**src/rtl/cmul_seq_hs.sv**
```systemverilog
`timescale 1ns/1ps
`default_nettype none
// ============================================================================
//  Module      : cmul_seq_hs
//  Description : Handshaked sequential complex multiplier, P = X*Y or
//                X*conj(Y), using one shared registered multiplier over three
//                passes (Gauss 3-mult form) with optional output saturation.
//  Ports       : clk, rst          - clock, async active-high reset
//                in_valid/in_ready - input handshake (re_a, im_a, re_b,
//                                    im_b, conj_b sampled on transfer)
//                out_valid/out_ready - output handshake (re_out, im_out, sat)
//  Parameters  : DATA_W - signed operand component width (>= 2)
//                OUT_W  - signed result component width (<= 2*DATA_W+1);
//                         narrower than 2*DATA_W+1 enables clamping
//  Revision    : 1.0 - initial release
// ============================================================================
module cmul_seq_hs #(
    parameter int DATA_W = 8,
    parameter int OUT_W  = 2*DATA_W+1
) (
    input  logic              clk,
    input  logic              rst,
    input  logic              in_valid,
    output logic              in_ready,
    input  logic [DATA_W-1:0] re_a,
    input  logic [DATA_W-1:0] im_a,
    input  logic [DATA_W-1:0] re_b,
    input  logic [DATA_W-1:0] im_b,
    input  logic              conj_b,
    output logic              out_valid,
    input  logic              out_ready,
    output logic [OUT_W-1:0]  re_out,
    output logic [OUT_W-1:0]  im_out,
    output logic              sat
);

    localparam int SW = DATA_W + 2;      // sum width
    localparam int PW = 2*DATA_W + 3;    // product / combination width

    localparam logic [2:0] S_IDLE = 3'd0;
    localparam logic [2:0] S_M1   = 3'd1;
    localparam logic [2:0] S_M2   = 3'd2;
    localparam logic [2:0] S_M3   = 3'd3;
    localparam logic [2:0] S_FIN  = 3'd4;
    localparam logic [2:0] S_OUT  = 3'd5;

    localparam logic signed [PW-1:0] SAT_MAX = {{(PW-OUT_W+1){1'b0}}, {(OUT_W-1){1'b1}}};
    localparam logic signed [PW-1:0] SAT_MIN = {{(PW-OUT_W+1){1'b1}}, {(OUT_W-1){1'b0}}};

    logic [2:0]               state_q, state_d;
    logic signed [DATA_W-1:0] a_q, b_q, c_q;
    logic signed [DATA_W:0]   d_q;
    logic signed [PW-1:0]     mreg_q, mreg_d;
    logic signed [PW-1:0]     k1_q, k2_q;
    logic [OUT_W-1:0]         re_q, im_q;
    logic                     sat_q;

    logic                     w_accept;
    logic [DATA_W:0]          w_d_new;
    logic signed [SW-1:0]     w_a_s, w_b_s, w_c_s, w_d_s;
    logic signed [SW-1:0]     w_sum_ab, w_dif_dc, w_sum_cd;
    logic signed [PW-1:0]     w_op1, w_op2;
    logic signed [PW-1:0]     w_re_full, w_im_full;
    logic [OUT_W-1:0]         w_re_clip, w_im_clip;
    logic                     w_sat_re, w_sat_im;

    // Clamp a full-precision component to OUT_W bits; MSB of result flags a clip.
    function automatic logic [OUT_W:0] clamp_f(input logic signed [PW-1:0] v);
        logic [OUT_W:0] r;
        if (v > SAT_MAX) begin
            r = {1'b1, SAT_MAX[OUT_W-1:0]};
        end else if (v < SAT_MIN) begin
            r = {1'b1, SAT_MIN[OUT_W-1:0]};
        end else begin
            r = {1'b0, v[OUT_W-1:0]};
        end
        return r;
    endfunction

    // in_ready depends only on state and out_ready, never on in_valid.
    assign in_ready  = (state_q == S_IDLE) | ((state_q == S_OUT) & out_ready);
    assign out_valid = (state_q == S_OUT);
    assign w_accept  = in_valid & in_ready;
    assign re_out    = re_q;
    assign im_out    = im_q;
    assign sat       = sat_q;

    // One extra bit so that negating the most negative im_b stays exact.
    assign w_d_new = conj_b ? ({(DATA_W+1){1'b0}} - {im_b[DATA_W-1], im_b})
                            : {im_b[DATA_W-1], im_b};

    assign w_a_s    = {{2{a_q[DATA_W-1]}}, a_q};
    assign w_b_s    = {{2{b_q[DATA_W-1]}}, b_q};
    assign w_c_s    = {{2{c_q[DATA_W-1]}}, c_q};
    assign w_d_s    = {d_q[DATA_W], d_q};
    assign w_sum_ab = w_a_s + w_b_s;
    assign w_dif_dc = w_d_s - w_c_s;
    assign w_sum_cd = w_c_s + w_d_s;

    // Multiplier operand selection: k1 = c*(a+b), k2 = a*(d-c), k3 = b*(c+d).
    always_comb begin
        w_op1 = '0;
        w_op2 = '0;
        case (state_q)
            S_M1: begin
                w_op1 = {{(PW-DATA_W){c_q[DATA_W-1]}}, c_q};
                w_op2 = {{(PW-SW){w_sum_ab[SW-1]}}, w_sum_ab};
            end
            S_M2: begin
                w_op1 = {{(PW-DATA_W){a_q[DATA_W-1]}}, a_q};
                w_op2 = {{(PW-SW){w_dif_dc[SW-1]}}, w_dif_dc};
            end
            S_M3: begin
                w_op1 = {{(PW-DATA_W){b_q[DATA_W-1]}}, b_q};
                w_op2 = {{(PW-SW){w_sum_cd[SW-1]}}, w_sum_cd};
            end
            default: begin
                w_op1 = '0;
                w_op2 = '0;
            end
        endcase
    end

    // The true product always fits PW bits, so the low PW bits are exact.
    assign mreg_d = w_op1 * w_op2;

    // In FIN, mreg holds k3 while k1 and k2 sit in their save registers.
    assign w_re_full = k1_q - mreg_q;
    assign w_im_full = k1_q + k2_q;
    assign {w_sat_re, w_re_clip} = clamp_f(w_re_full);
    assign {w_sat_im, w_im_clip} = clamp_f(w_im_full);

    always_comb begin
        state_d = state_q;
        case (state_q)
            S_IDLE:  state_d = in_valid ? S_M1 : S_IDLE;
            S_M1:    state_d = S_M2;
            S_M2:    state_d = S_M3;
            S_M3:    state_d = S_FIN;
            S_FIN:   state_d = S_OUT;
            S_OUT:   begin
                if (out_ready) begin
                    state_d = in_valid ? S_M1 : S_IDLE;
                end
            end
            default: state_d = S_IDLE;
        endcase
    end

    always_ff @(posedge clk or posedge rst) begin
        if (rst) begin
            state_q <= S_IDLE;
            a_q     <= '0;
            b_q     <= '0;
            c_q     <= '0;
            d_q     <= '0;
            mreg_q  <= '0;
            k1_q    <= '0;
            k2_q    <= '0;
            re_q    <= '0;
            im_q    <= '0;
            sat_q   <= 1'b0;
        end else begin
            state_q <= state_d;
            mreg_q  <= mreg_d;
            if (w_accept) begin
                a_q <= re_a;
                b_q <= im_a;
                c_q <= re_b;
                d_q <= w_d_new;
            end
            if (state_q == S_M2) begin
                k1_q <= mreg_q;
            end
            if (state_q == S_M3) begin
                k2_q <= mreg_q;
            end
            if (state_q == S_FIN) begin
                re_q  <= w_re_clip;
                im_q  <= w_im_clip;
                sat_q <= w_sat_re | w_sat_im;
            end
        end
    end

endmodule
`default_nettype wire
```
**config.mk**
```make
export PLATFORM = sky130hd
export DESIGN_NAME = cmul_seq_hs
export DESIGN_NICKNAME = d
export VERILOG_FILES = /design/src/rtl/cmul_seq_hs.sv
export SDC_FILE = /design/constraint.sdc
export NUM_CORES = 1
export LEC_CHECK = 0
export BUFFER_PORTS_ARGS = -buffer_cell sky130_fd_sc_hd__buf_2
export CORE_MARGIN = 1.5
export CORE_UTILIZATION = 60
export CTS_CLUSTER_DIAMETER = 150
export CTS_CLUSTER_SIZE = 14
export DETAILED_ROUTE_END_ITERATION = 10
export GPL_TIMING_DRIVEN = 0
export MAX_ROUTING_LAYER = met4
export PLACE_DENSITY = 0.88
export SLEW_MARGIN = 20
export SYNTH_ARGS = -nofsm -noshare
export SYNTH_HDL_FRONTEND = slang
export SYNTH_SLANG_ARGS = --single-unit
export TNS_END_PERCENT = 50
```
**constraint.sdc**
```tcl
create_clock -name clk -period 18 [get_ports clk]
set_input_delay 0.9 -clock clk [delete_from_list [all_inputs] [get_ports clk]]
set_output_delay 0.9 -clock clk [all_outputs]
set_load 0.005 [all_outputs]
```
==> flow_summary.json <==
{
  "outcome": "completed",
  "synth-edff-count": 0,
  "syn_area_um2": 12490,
  "htreeDepth": 4,
  "synth_cell_type_count": 73,
  "yosysTopAreaCellShare": 0.2565,
  "wl_per_cell_um": 16.76,
  "drive_gt1_frac": 0.1422,
  "clkTransAtPathRegs_ns": 0.06,
  "routed-via-count": 9618,
  "layout_commonest_cell": "inv_1",
  "synthTopCellsByArea": "dfrtp_1 (26%), fa_1 (17%), ha_1 (13%)",
  "area_growth_pct": 11.00,
  "totalWireLength_um": 28100,
  "grt_max_degree": 84,
  "slowest_delay_ns": 0.59,
  "diodes": 0,
  "grt_util_all_layers": 0.2845,
  "clk_root_buffer_cell": "clkbuf_16",
  "crit_type": "flip-flop to flip-flop",
  "syn_avg_cell_area_um2": 9.598,
  "io_pins": 74,
  "io_buffer_count": 72,
  "grt_overflow": 0,
  "cp-start-kind": "flip-flop",
  "synth_warnings": 0,
  "fin_skew_ns": 0.01149,
  "worstMarginPinSlew_ns": 1.064,
  "fp.dieH_um": 147.3,
  "worst_setup_path_end_kind": "flip-flop",
  "drcViolationCount": 0,
  "final_cell_mix": "inv_1 (177), ha_1 (130), dfrtp_1 (128), nand2_1 (124), fa_1 (106)",
  "cts_setup_buffers": 0,
  "register_area_um2": 3203,
  "grt_pass1_wl_um": 47670,
  "synth_seq_cells": 128,
  "cts.path.max_buffers": 2,
  "clock_latency_ns": 0.43,
  "fp.dieArea_um2": 21690,
  "rsz0062_at_grt": "false",
  "min_period_ns": 9.297,
  "num-fill-cells": 1537,
  "core_area_um2": 20300,
  "max_cap_viol_count": 0,
  "grt_pass1_vias": 10070,
  "critPathMaxFanout": 10,
  "crit_required_ns": 18.36,
  "setup_viol": 0,
  "multi_input_area_um2": 8436,
  "drt_first_pass_iters": 5,
  "synth_fp_nets": 1574,
  "seq_area_frac_synth": 0.2565,
  "hold_class": "flip-flop to flip-flop",
  "post_cts_resized": 0,
  "numCtsBuffers": 17,
  "tns_ns": 0,
  "initialDrtViolationCount": 503,
  "cts.hold.buffers_added": 0,
  "period_share": 0.5165,
  "relSlewSlack": 0.2909,
  "slew_violations": 0,
  "postRouteAntennaNets": 0,
  "syn_inst": 1301,
  "vias_per_cell": 5.739,
  "worstPathArrival_ns": 9.65,
  "hold_viol": 0,
  "async_flop_share": 1.000,
  "nets": 1666,
  "initial_core_util": 0.6151,
  "synth_top_area_cell": "dfrtp_1",
  "antenna_found_initial": 0,
  "cts_sinks": 128,
  "fp.dieW_um": 147.3,
  "critPathSlowestCell": "o22ai_1",
  "cts_tree": "yes",
  "fmax_ghz": 0.1076,
  "place.gp.congestion": 0.9656,
  "cp_common_cell": "fa_1",
  "rows": 52,
  "ys.flop_type": "dfrtp_1",
  "dp_hpwl_um": 21930
}
## critical path, delay by kind of cell, from the launching register on
kind	cells	cell delay [ns]
buffers and inverters	7	1.15
AOI/OAI and AO/OA	11	2.68
and+or+nand+nor	5	0.85
adders and majority gates	9	3.92
DFF	1	0.32
xor gates and xnor gates	2	0.29
## per-layer routing
metal  wire length [um]  track usage  up-vias
li1                   -            -     4554
met1              11900       0.3396     4677
met2              14120       0.4904      320
met3               1234      0.04099       67
met4                834       0.1035        0
met5                  0            -        -
## layout make-up
| type | count | share of cell area |
|---|---|---|
| tap | 270 | 0.02437 |
| clock inverter | 13 | 0.01444 |
| timing repair buffer | 73 | 0.02798 |
| sequential | 128 | 0.2311 |
| multi-input combinational | 956 | 0.6086 |
| inverter | 178 | 0.04856 |
| clock buffer | 19 | 0.03196 |
| buffer | 39 | 0.01300 |
## worst paths after layout
kind	slack, ns	endpoint	cells after the start	start
worst max-delay path	8.70	mreg_q[17]$_DFF_PP0_	34	state_q[1]$_DFFE_PP0P_
worst min-delay path	0.47	im_out[1]$_DFFE_PP0P_	2	im_out[1]$_DFFE_PP0P_
worst max register to register	8.70	mreg_q[17]$_DFF_PP0_	34	state_q[1]$_DFFE_PP0P_
worst min register to register	0.47	im_out[1]$_DFFE_PP0P_	2	im_out[1]$_DFFE_PP0P_
max in group asynchronous	16.78	b_q[7]$_DFFE_PP0P_	3	rst
min in group asynchronous	0.49	im_out[0]$_DFFE_PP0P_	2	rst
## state kept, by name, indices dropped and copies added, names as in the netlist
register,flops
im_out,17
state_q,3
c_q,8
re_out,17
k1_q,19
a_q,8
k2_q,19
mreg_q,19
sat,1
b_q,8
d_q,9
## Yosys cell counts (17+ instances only)
cell type / n
xor2_1: 26
ha_1: 130
a21oi_1: 69
inv_1: 178
a21o_1: 26
nand2_1: 124
nand3_1: 17
nor2_1: 83
fa_1: 106
clkbuf_1: 27
nor3_1: 19
xnor2_1: 61
mux2_2: 51
dfrtp_1: 128
nor2b_1: 23
o21ai_0: 42
## through the flow
step	setup WS [ns]	instance area, um^2	cells	hold WS [ns]	util
after global routing	8.234	13860	1676	0.4942	0.6828
after detailed placement	8.819	13220	1644	0.4674	0.6511
after CTS	8.808	13860	1676	0.4813	0.6828
after floorplan	10.06	12490	1301	0.4499	-
after global placement	9.098	13190	1643	0.4575	0.6495
final	8.703	13860	1676	0.4717	0.6828
## cells by family (layout without fill, tap and decap cells)
group,Yosys count,after routing,share of synthesized area
and+or+nand+nor,333,333,0.1268
AOI/OAI and AO/OA,244,244,0.1371
adders and majority gates,236,236,0.3002
buffers and inverters,217,322,0.06794
DFF,128,128,0.2565
xor gates and xnor gates,88,88,0.06232
muxes,55,55,0.04920
Power is not shown: default switching activity piles up to over one toggle a cycle in this logic, so the estimate is an artifact.
